**config.mk**
```make
export PLATFORM = sky130hd
export DESIGN_NAME = instr_fetch_unit
export DESIGN_NICKNAME = d
export VERILOG_FILES = /design/src/rtl/instr_fetch_unit.sv
export SDC_FILE = /design/constraint.sdc
export NUM_CORES = 1
export LEC_CHECK = 0
export CAP_MARGIN = 30
export CORE_AREA = 2 2 213 215
export DETAILED_ROUTE_END_ITERATION = 10
export DIE_AREA = 0 0 215 217
export PLACE_DENSITY = 0.89
export SKIP_LAST_GASP = 1
export SLEW_MARGIN = 20
export SYNTH_ARGS = -nofsm -noshare
export SYNTH_HDL_FRONTEND = slang
export SYNTH_SLANG_ARGS = --single-unit
```
**constraint.sdc**
```tcl
create_clock -name clk -period 3.6 [get_ports clk]
set_input_delay 0.72 -clock clk [delete_from_list [all_inputs] [get_ports clk]]
set_output_delay 0.72 -clock clk [all_outputs]
set_load 0.02 [all_outputs]
```
**src/rtl/instr_fetch_unit.sv**
```systemverilog
// Instruction fetch/sequencing stage: loadable program memory feeding the CPU.
// Optional FETCH_LOOP_EN wraps the program at its end while loop is high.
module instr_fetch_unit #(
  parameter int INSTR_WIDTH = 20,
  parameter int PC_BITS = 5,
  parameter logic [INSTR_WIDTH-1:0] NOP_WORD = '0
) (
  input  logic                   clk,
  input  logic                   rst,
  input  logic                   load_en,
  input  logic [INSTR_WIDTH-1:0] load_data,
  input  logic                   clear,
  input  logic                   start,
  input  logic                   stall,
  input  logic                   halt,
  input  logic                   loop,
  output logic [INSTR_WIDTH-1:0] instruction,
  output logic                   instr_valid,
  output logic [PC_BITS-1:0]     pc,
  output logic [PC_BITS:0]       prog_len,
  output logic                   load_ready,
  output logic                   busy,
  output logic                   done,
  output logic                   overflow
);

  typedef enum logic [1:0] {
    IDLE = 2'd0,
    RUN  = 2'd1,
    FIN  = 2'd2
  } state_t;

  localparam int DEPTH = 2 ** PC_BITS;
  localparam logic [PC_BITS:0] ONE = (PC_BITS+1)'(1);
  localparam logic [PC_BITS-1:0] PC_ONE = PC_BITS'(1);

  logic [INSTR_WIDTH-1:0] mem [DEPTH];

  state_t                 state, state_d;
  logic [PC_BITS-1:0]     pc_d;
  logic [PC_BITS-1:0]     wr_ptr, wr_ptr_d;
  logic [PC_BITS:0]       len_d;
  logic [INSTR_WIDTH-1:0] instr_d;
  logic                   valid_d;
  logic                   done_d;
  logic                   ovf_d;
  logic                   we;
  logic                   full;
  logic                   last;

  assign full = prog_len[PC_BITS];
  assign last = ({1'b0, pc} == (prog_len - ONE));
  assign load_ready = (state == IDLE) && !full;
  assign busy = (state == RUN);

`ifndef FETCH_LOOP_EN
  logic unused_loop;
  assign unused_loop = loop;
`endif

  always_comb begin
    state_d  = state;
    pc_d     = pc;
    wr_ptr_d = wr_ptr;
    len_d    = prog_len;
    instr_d  = NOP_WORD;
    valid_d  = 1'b0;
    done_d   = 1'b0;
    ovf_d    = overflow;
    we       = 1'b0;
    unique case (state)
      IDLE: begin
        if (clear) begin
          wr_ptr_d = '0;
          len_d    = '0;
          ovf_d    = 1'b0;
        end else if (start && (prog_len != '0)) begin
          state_d = RUN;
          pc_d    = '0;
        end else if (load_en) begin
          if (full) begin
            ovf_d = 1'b1;
          end else begin
            we       = 1'b1;
            wr_ptr_d = wr_ptr + PC_ONE;
            len_d    = prog_len + ONE;
          end
        end
      end
      RUN: begin
        if (halt) begin
          state_d = IDLE;
          pc_d    = '0;
        end else if (!stall) begin
          instr_d = mem[pc];
          valid_d = 1'b1;
          if (last) begin
`ifdef FETCH_LOOP_EN
            if (loop) pc_d = '0;
            else state_d = FIN;
`else
            state_d = FIN;
`endif
          end else begin
            pc_d = pc + PC_ONE;
          end
        end
      end
      FIN: begin
        state_d = IDLE;
        pc_d    = '0;
        done_d  = 1'b1;
      end
      default: begin
        state_d = IDLE;
        pc_d    = '0;
      end
    endcase
  end

  always_ff @(posedge clk) begin
    if (rst) begin
      state       <= IDLE;
      pc          <= '0;
      wr_ptr      <= '0;
      prog_len    <= '0;
      instruction <= NOP_WORD;
      instr_valid <= 1'b0;
      done        <= 1'b0;
      overflow    <= 1'b0;
    end else begin
      state       <= state_d;
      pc          <= pc_d;
      wr_ptr      <= wr_ptr_d;
      prog_len    <= len_d;
      instruction <= instr_d;
      instr_valid <= valid_d;
      done        <= done_d;
      overflow    <= ovf_d;
    end
  end

  // Program words are deliberately kept across reset and clear.
  always_ff @(posedge clk) begin
    if (we && !rst) mem[wr_ptr] <= load_data;
  end

endmodule

```
Word level (Yosys, flattened, before mapping)

Memories as Yosys holds them, arrays and structs flattened. A register that Yosys moved wholly into a read port is not among the register bits.
Index checks and enable logic that the tools add are counted.

Bits in writable memories: 640
Output and inout bits: 36
Register bits: 21
Word-level logic and storage cells: 73
Memories kept: 1
Input port bits: 28

Muxes and demuxes: 33
Bitwise operators: 1
Equal/unequal tests: 10
Add/sub/neg operators: 4
Reductions and logical operators: 16

Memory list:

| memory | words | width | read ports | clocked after Yosys merged registers in | wr ports | line | RTL |
|---|---|---|---|---|---|---|---|
| mem    | 32    | 20    | 1          | 1                                       | 1        | 37   | `logic [INSTR_WIDTH-1:0] mem [DEPTH];` |

Operators by type and width:

| kind                                                                  | number |
|---|---|
| 5-bit 2-to-1 mux                                                      | 9 |
| 6-bit 2-to-1 mux                                                      | 4 |
| 4-bit AND reduction                                                   | 4 |
| 1-bit 2-to-1 mux                                                      | 13 |
| 5-bit by 1-bit adder with 5-bit output, second input constant         | 2 |
| 2-bit 2-to-1 mux                                                      | 5 |
| 5-bit one-hot mux with 2 select lines                                 | 1 |
| 6-bit by 1-bit adder with 6-bit output, second input constant         | 1 |
| 5-bit by 6-bit equality test with 1-bit output                        | 1 |
| 2-bit != test, second input constant                                  | 3 |
| 3-bit != test, second input constant                                  | 2 |
| 6-bit nonzero test                                                    | 1 |
| 6-bit by 1-bit subtractor with 6-bit output, second input constant    | 1 |
| 2-bit one-hot mux with 2 select lines                                 | 1 |
| 2-bit nonzero test                                                    | 2 |
| 4-bit OR reduction                                                    | 1 |
| 1-bit logical AND                                                     | 3 |
| 3-bit by 2-bit != test with 1-bit output, second input constant       | 1 |
| 3-bit AND reduction                                                   | 1 |
| 3-bit OR reduction                                                    | 1 |
| 2-bit by 1-bit equality test with 1-bit output, second input constant | 1 |
| 2-bit equality test, second input constant                            | 1 |
| 1-bit zero test                                                       | 2 |
| 2-bit zero test                                                       | 1 |
| 2 further kinds                                                       | 2 |

Longest topological paths before layout

Gate-level depths: netlist of the first run.

Word-level depth: 8
Gate-level depth with buffers: 9
Gate-level depth less buffers: 8

Worst setup path before layout of the first run

No wires, ideal clock.

Path type: register to register
Start point: register prog_len[3]
End point: memory mem[29][0], enable pin
Setup time: 0.397 ns
Arrival time: 2.594 ns
Buffers on the path: 1
Slack: 0.609 ns
Stages on the path, launching flop included: 8
Period minus slack after synthesis: 2.991 ns
Data required time: 3.203 ns
Cell sequence: dfxtp_1 > buf_2 > or3_1 > o21ai_2 > and4_1 > and2b_1 > nand2_1 > nor2_1

Cells in the longest elaborated chain, start to end: 8

Ends and longest elaborated chain:

| element                                | line | RTL |
|---|---|---|
| from (decl)                            | 20   | `output logic [PC_BITS:0] prog_len,` |
| from (signal assigned)                 | 135  | `prog_len <= len_d;` |
| 6-bit nonzero test                     | 77   | `end else if (start && (prog_len != '0)) begin` |
| 1-bit logical AND                      | 77   |  |
| 1-bit 2-to-1 mux                       | 77   |  |
| 1-bit 2-to-1 mux                       | 73   | `if (clear) begin` |
| 1-bit 2-to-1 mux                       | 71   | `unique case (state)` |
| 1-bit logical AND                      | 145  | `if (we && !rst) mem[wr_ptr] <= load_data;` |
| 1-bit 2-to-1 mux                       | 145  |  |
| 1-bit 2-to-1 mux (implied by the code) | 145  |  |
| to (decl)                              | 37   |  |

No other way between the ends.

Worst setup path after layout of the first run

Start point: register prog_len[2]
End point: memory mem[12][14], enable pin

The elaborated chain is that of the path after synthesis.

==> results of run 1 <==
## cells in the mapped netlist, drive strengths merged, types with 8 or more instances
| cell | number |
|---|---|
| nand3 | 23 |
| clkbuf | 24 |
| xnor2 | 8 |
| mux4 | 197 |
| buf | 41 |
| dfxtp | 41 |
| nand2 | 15 |
| ha | 8 |
| a21oi | 8 |
| o21ai | 25 |
| inv | 24 |
| nor2 | 55 |
| edfxtp | 640 |
## worst min-delay path by stage
stage / start / end
after floorplan: state[0] / done
after CTS: state[0] / done
after global routing: state[0] / done
after global placement: overflow / overflow
after detailed placement: state[0] / done
final: state[0] / done
## cell families after synthesis
group | share of synthesized area
xor+xnor | 0.00367
simple gates | 0.0238
compound gates | 0.0132
flops | 0.764
buf+inv | 0.0173
mux | 0.175
fa+ha+maj | 0.00381
## per-stage QoR
stage               setup slack, ns  instance area (um2)  total power [W]  utilization
CTS                           0.664                30100           0.0157        0.673
global placement              0.541                28000          0.00907        0.626
global route                  0.514                30000           0.0160        0.672
floorplan                     0.609                26200          0.00892            -
finish                        0.534                30000           0.0156        0.672
detailed placement            0.428                28000          0.00910        0.626
## per-layer routing
metal	wire length (um)	vias to the layer above	share of wire
met1	21900	6793	0.35
li1	-	5200	-
met3	6340	197	0.10
met4	2630	0	0.042
met5	0	-	0
met2	32100	978	0.51
## power by group through the flow
| stage | Clock, W | Combinational [W] | Sequential, W |
|---|---|---|---|
| after global placement | 0 | 0.000230 | 0.00884 |
| after detailed placement | 0 | 0.000255 | 0.00885 |
| after global routing | 0.00701 | 0.000277 | 0.00867 |
| after floorplan | 0 | 0.0000820 | 0.00884 |
| after CTS | 0.00672 | 0.000260 | 0.00868 |
| final | 0.00665 | 0.000261 | 0.00867 |
## layout make-up
type	instances	area, um2
clock buffers	77	1700
clock inverters	41	362
fillers	2674	14700
inverters	24	90.1
multi-input cells	407	5830
flip-flops and latches	681	20100
well taps	600	751
repair buffers	135	1230
## state kept, by name, indices dropped and copies added (netlist names)
signal	flops
wr_ptr	5
mem	640
pc	5
instruction	20
instr_valid	1
prog_len	6
overflow	1
state	2
done	1
==> results.sh, run 1 <==
export IMPL_run_status="complete, no violations"
export IMPL_cts_clk_slew_worst_paths_ns=0.06
export IMPL_syn_area_um2=26200
export IMPL_synth_edff_count=640
export IMPL_synth_warnings=0
export IMPL_grtUsageTotal=0.277
export IMPL_routedWlPerCell_um=32.0
export IMPL_grt_pass1_vias=13500
export IMPL_switchingPower_w=0.00325
export IMPL_leakage_nw=9.23
export IMPL_syn_inst=1177
export IMPL_routed_wl_um=63000
export IMPL_arrival_ns=3.35
export IMPL_worstSetupPathType="reg -> reg"
export IMPL_cts_buffers=66
export IMPL_cp_required_ns=3.88
export IMPL_clock_sinks=681
export IMPL_cp_buffers_inverters=1
export IMPL_setup_viol=0
export IMPL_swShare=0.208
export IMPL_initial_core_util=0.587
export IMPL_period_needed_ns=3.07
export IMPL_finClkSkew_ns=0.0162
export IMPL_final_common_cell="edfxtp_1"
export IMPL_grtUsageMet2=0.467
export IMPL_max_cap_violations=0
export IMPL_powerDensity_nw_per_um2=519
export IMPL_clockBufferDepth=3
export IMPL_seq_power_share=0.556
export IMPL_crit_start="prog_len[2]"
export IMPL_hold_viol=0
export IMPL_grtUsageMet3=0.0519
export IMPL_yosys_area_top_type="edfxtp_1"
export IMPL_dp_cells=1845
export IMPL_end_kind="flop"
export IMPL_grt_start_max_net_pins=49
export IMPL_dr_pass1_iters=7
export IMPL_yosysSeqAreaShare=0.764
export IMPL_pwr_share_comb=0.017
export IMPL_rsz0062_at_grt="no"
export IMPL_reg2reg_from="prog_len[2]"
export IMPL_p_int_w=0.0123
export IMPL_syn_nets=1213
export IMPL_clkPwrFrac=0.427
export IMPL_critPathLaunchType="flop"
export IMPL_top_usage_layer="met2"
export IMPL_fin_setup_tns_ns=0
export IMPL_via_per_inst=6.70
export IMPL_path_cells="or3_1 -> o21ai_2 -> and4_1 -> and2b_1 -> nand2_1 -> nor2_2 -> buf_4"
export IMPL_ys_flop_type="edfxtp_1"
export IMPL_fp_dieH_um=217
export IMPL_yosys_top_cells_area="edfxtp_1, mux4_2, dfxtp_1"
export IMPL_crit_path_end="mem[12][14]"
export IMPL_antennaDiodeCount=0
export IMPL_ctsHoldBuffers=0
export IMPL_cts_root_buf="clkbuf_16"
export IMPL_ant_nets=0
export IMPL_layout_nets=1351
export IMPL_drv_slew=0
export IMPL_layout_drive_gt1_share=0.298
export IMPL_syn_to_final_growth_pct=14.4
export IMPL_period_share=0.852
export IMPL_place_congestion=0.849
export IMPL_die_area_um2=46700
export IMPL_portBuffers=62
export IMPL_cts_tree="yes"
export IMPL_drt_iter0_drc=2224
export IMPL_critical_path_top_delay_family="simple AND/OR/NAND/NOR gates"
export IMPL_peakVddDrop_v=0.000407
export IMPL_core_area_um2=44700
export IMPL_hold_slack_ns=0.490
export IMPL_reg2reg_slack_ns=0.53
export IMPL_post_cts_resize_count=0
export IMPL_overflow=0
export IMPL_die_w_um=215
export IMPL_grt_antenna_before_repair=0
export IMPL_synth_cell_types=50
export IMPL_cts_setup_buffers=0
export IMPL_clk_latency_ns=0.61
export IMPL_grt_pass1_wl_um=92100
export IMPL_min_path_type="reg -> reg"
export IMPL_num_vias=13200
export IMPL_rows=78
export IMPL_synth_top_area_share=0.732
export IMPL_worst_path_stages=7
export IMPL_synth_seq_cells=681
export IMPL_syn_area_per_cell_um2=22.3
export IMPL_slowest_delay_ns=0.42
export IMPL_htree_num_levels=3
export IMPL_route_detailed_drc=0
export IMPL_clock_fmax_ghz=0.326
export IMPL_worst_pin_slew_ns=0.943
export IMPL_io_pins=64
export IMPL_cp_slowest_cell="or3_1"
export IMPL_met1_usage=0.360
export IMPL_worst_r2r_cell_count=7
export IMPL_dp_hpwl_um=34100
export IMPL_stdcell_count=1965
export IMPL_worstReg2RegEnd="mem[12][14]"
export IMPL_max_slew_margin=0.371
export IMPL_hold_depth=1
export IMPL_final_cell_mix="edfxtp_1, mux4_2, clkbuf_16"
export IMPL_crit_fanout=12
export IMPL_async_flop_share=0
(Power assumes the default switching activity.)
==> run 2, diff against run 1 <==
- PLACE_DENSITY: 0.89 -> not set
- PLACE_DENSITY_LB_ADDON: not set -> 0.1
==> run 2 against run 1 <==
Compared with the run above: setup slack better by 0.081 ns; routed wire length down 13%; final cell count up 0.25%; sequential share of layout area down 0.49 points; largest cell class unchanged; largest power group unchanged; highest routed layer unchanged.
==> results.sh, run 2 (same netlist as run 1, synthesis figures left out) <==
export IMPL_core_area_um2=44700
export IMPL_routedWlPerCell_um=27.7
export IMPL_cp_buffers_inverters=2
export IMPL_worstReg2RegEnd="mem[5][14]"
export IMPL_via_per_inst=6.21
export IMPL_hold_viol=0
export IMPL_cts_setup_buffers=0
export IMPL_clock_fmax_ghz=0.335
export IMPL_period_share=0.829
export IMPL_dp_cells=1847
export IMPL_period_needed_ns=2.99
export IMPL_rsz0062_at_grt="no"
export IMPL_cts_buffers=68
export IMPL_routed_wl_um=54500
export IMPL_grt_pass1_vias=12300
export IMPL_grt_antenna_before_repair=0
export IMPL_fin_util=0.677
export IMPL_overflow=0
export IMPL_cts_root_buf="clkbuf_16"
export IMPL_peakVddDrop_v=0.000447
export IMPL_end_kind="primary output"
export IMPL_cts_tree="yes"
export IMPL_final_cell_mix="edfxtp_1, mux4_2, clkbuf_16"
export IMPL_fin_area_um2=30200
export IMPL_grt_pass1_wl_um=79900
export IMPL_max_slew_margin=0.361
export IMPL_max_cap_violations=0
export IMPL_clock_sinks=681
export IMPL_layout_nets=1359
export IMPL_syn_to_final_growth_pct=15.2
export IMPL_layout_drive_gt1_share=0.288
export IMPL_dp_hpwl_um=30200
export IMPL_drv_slew=0
export IMPL_antennaDiodeCount=0
export IMPL_path_cells="buf_4 -> clkdlybuf4s50_1"
export IMPL_post_cts_resize_count=0
export IMPL_seq_power_share=0.556
export IMPL_dr_pass1_iters=7
export IMPL_reg2reg_from="prog_len[2]"
export IMPL_stdcell_count=1970
export IMPL_p_int_w=0.0126
export IMPL_finClkSkew_ns=0.0219
export IMPL_pwr_share_comb=0.017
export IMPL_top_regs="mem x640, instruction x20, prog_len x6"
export IMPL_fp_dieH_um=217
export IMPL_run_status="complete, no violations"
export IMPL_postPlaceCellArea_um2=28100
export IMPL_arrival_ns=2.27
export IMPL_portBuffers=62
export IMPL_setup_viol=0
export IMPL_largest_reg_flops=640
export IMPL_min_path_type="reg -> reg"
export IMPL_grt_start_max_net_pins=85
export IMPL_slowest_delay_ns=0.68
export IMPL_cp_slowest_cell="clkdlybuf4s50_1"
export IMPL_leakage_nw=9.30
export IMPL_clk_latency_ns=0.61
export IMPL_final_common_cell="edfxtp_1"
export IMPL_grtUsageTotal=0.240
export IMPL_critPathLaunchType="flop"
export IMPL_crit_start="pc[0]"
export IMPL_reg2reg_slack_ns=0.67
export IMPL_num_vias=12200
export IMPL_rows=78
export IMPL_swShare=0.195
export IMPL_powerDensity_nw_per_um2=516
export IMPL_top_register="mem"
export IMPL_switchingPower_w=0.00304
export IMPL_worstSetupPathType="reg -> out"
export IMPL_crit_path_end="pc[0]"
export IMPL_route_detailed_drc=0
export IMPL_ant_nets=0
export IMPL_critical_path_top_delay_family="buffers and inverters"
export IMPL_crit_fanout=19
export IMPL_fin_setup_tns_ns=0
export IMPL_cts_clk_slew_worst_paths_ns=0.06
export IMPL_die_area_um2=46700
export IMPL_power_w=0.0156
export IMPL_clkPwrFrac=0.427
export IMPL_cp_required_ns=2.88
export IMPL_worst_pin_slew_ns=0.957
export IMPL_drt_iter0_drc=1280
export IMPL_worst_path_stages=2
export IMPL_die_w_um=215
export IMPL_initial_core_util=0.587
export IMPL_io_pins=64
export IMPL_worst_r2r_cell_count=7
export IMPL_htree_num_levels=3
export IMPL_ctsHoldBuffers=0
export IMPL_clockBufferDepth=3
export IMPL_place_congestion=0.844
-- run 2: through the flow --
step / worst slack, ns / hold slack (ns)
2_1_floorplan: 0.609 / 0.441
3_3_place_gp: 0.454 / 0.468
3_5_place_dp: 0.387 / 0.468
4_1_cts: 0.529 / 0.486
5_1_grt: 0.503 / 0.522
6_report: 0.615 / 0.478
-- run 2: layout make-up --
| type | count | area (um2) |
|---|---|---|
| inverter | 24 | 90.1 |
| clock inverter | 22 | 191 |
| sequential | 681 | 20100 |
| tap | 600 | 751 |
| clock buffer | 95 | 1890 |
| timing repair buffer | 141 | 1440 |
| multi-input combinational | 407 | 5830 |
| fill | 2858 | 14500 |
-- run 2: worst min-delay path by stage --
stage / slack [ns] / endpoint / cells after the start / from
floorplan: 0.44 / done / 1 / state[0]
global placement: 0.47 / overflow / 2 / overflow
detailed placement: 0.47 / overflow / 2 / overflow
CTS: 0.49 / overflow / 2 / overflow
global route: 0.52 / overflow / 2 / overflow
finish: 0.48 / overflow / 2 / overflow
-- run 2: power groups by stage --
stage | Combinational [W] | Clock (W) | Sequential, W
6_report | 0.000267 | 0.00666 | 0.00867
5_1_grt | 0.000289 | 0.00709 | 0.00867
4_1_cts | 0.000261 | 0.00680 | 0.00867
3_5_place_dp | 0.000259 | 0 | 0.00884
3_3_place_gp | 0.000248 | 0 | 0.00884
2_1_floorplan | 0.0000820 | 0 | 0.00884
-- run 2: per-layer routing --
metal | up-vias | global-route usage | wire length, um
met3 | 76 | 0.0408 | 3640
li1 | 5229 | - | -
met5 | - | 0 | 0
met1 | 6479 | 0.341 | 22800
met4 | 0 | 0.0874 | 1420
met2 | 451 | 0.385 | 26600
-- run 2: worst min-delay path: cells and delay by family (launching register included) --
kind	cells	cell delay, ns
flops	1	0.33
simple gates	1	0.07
compound gates	1	0.05
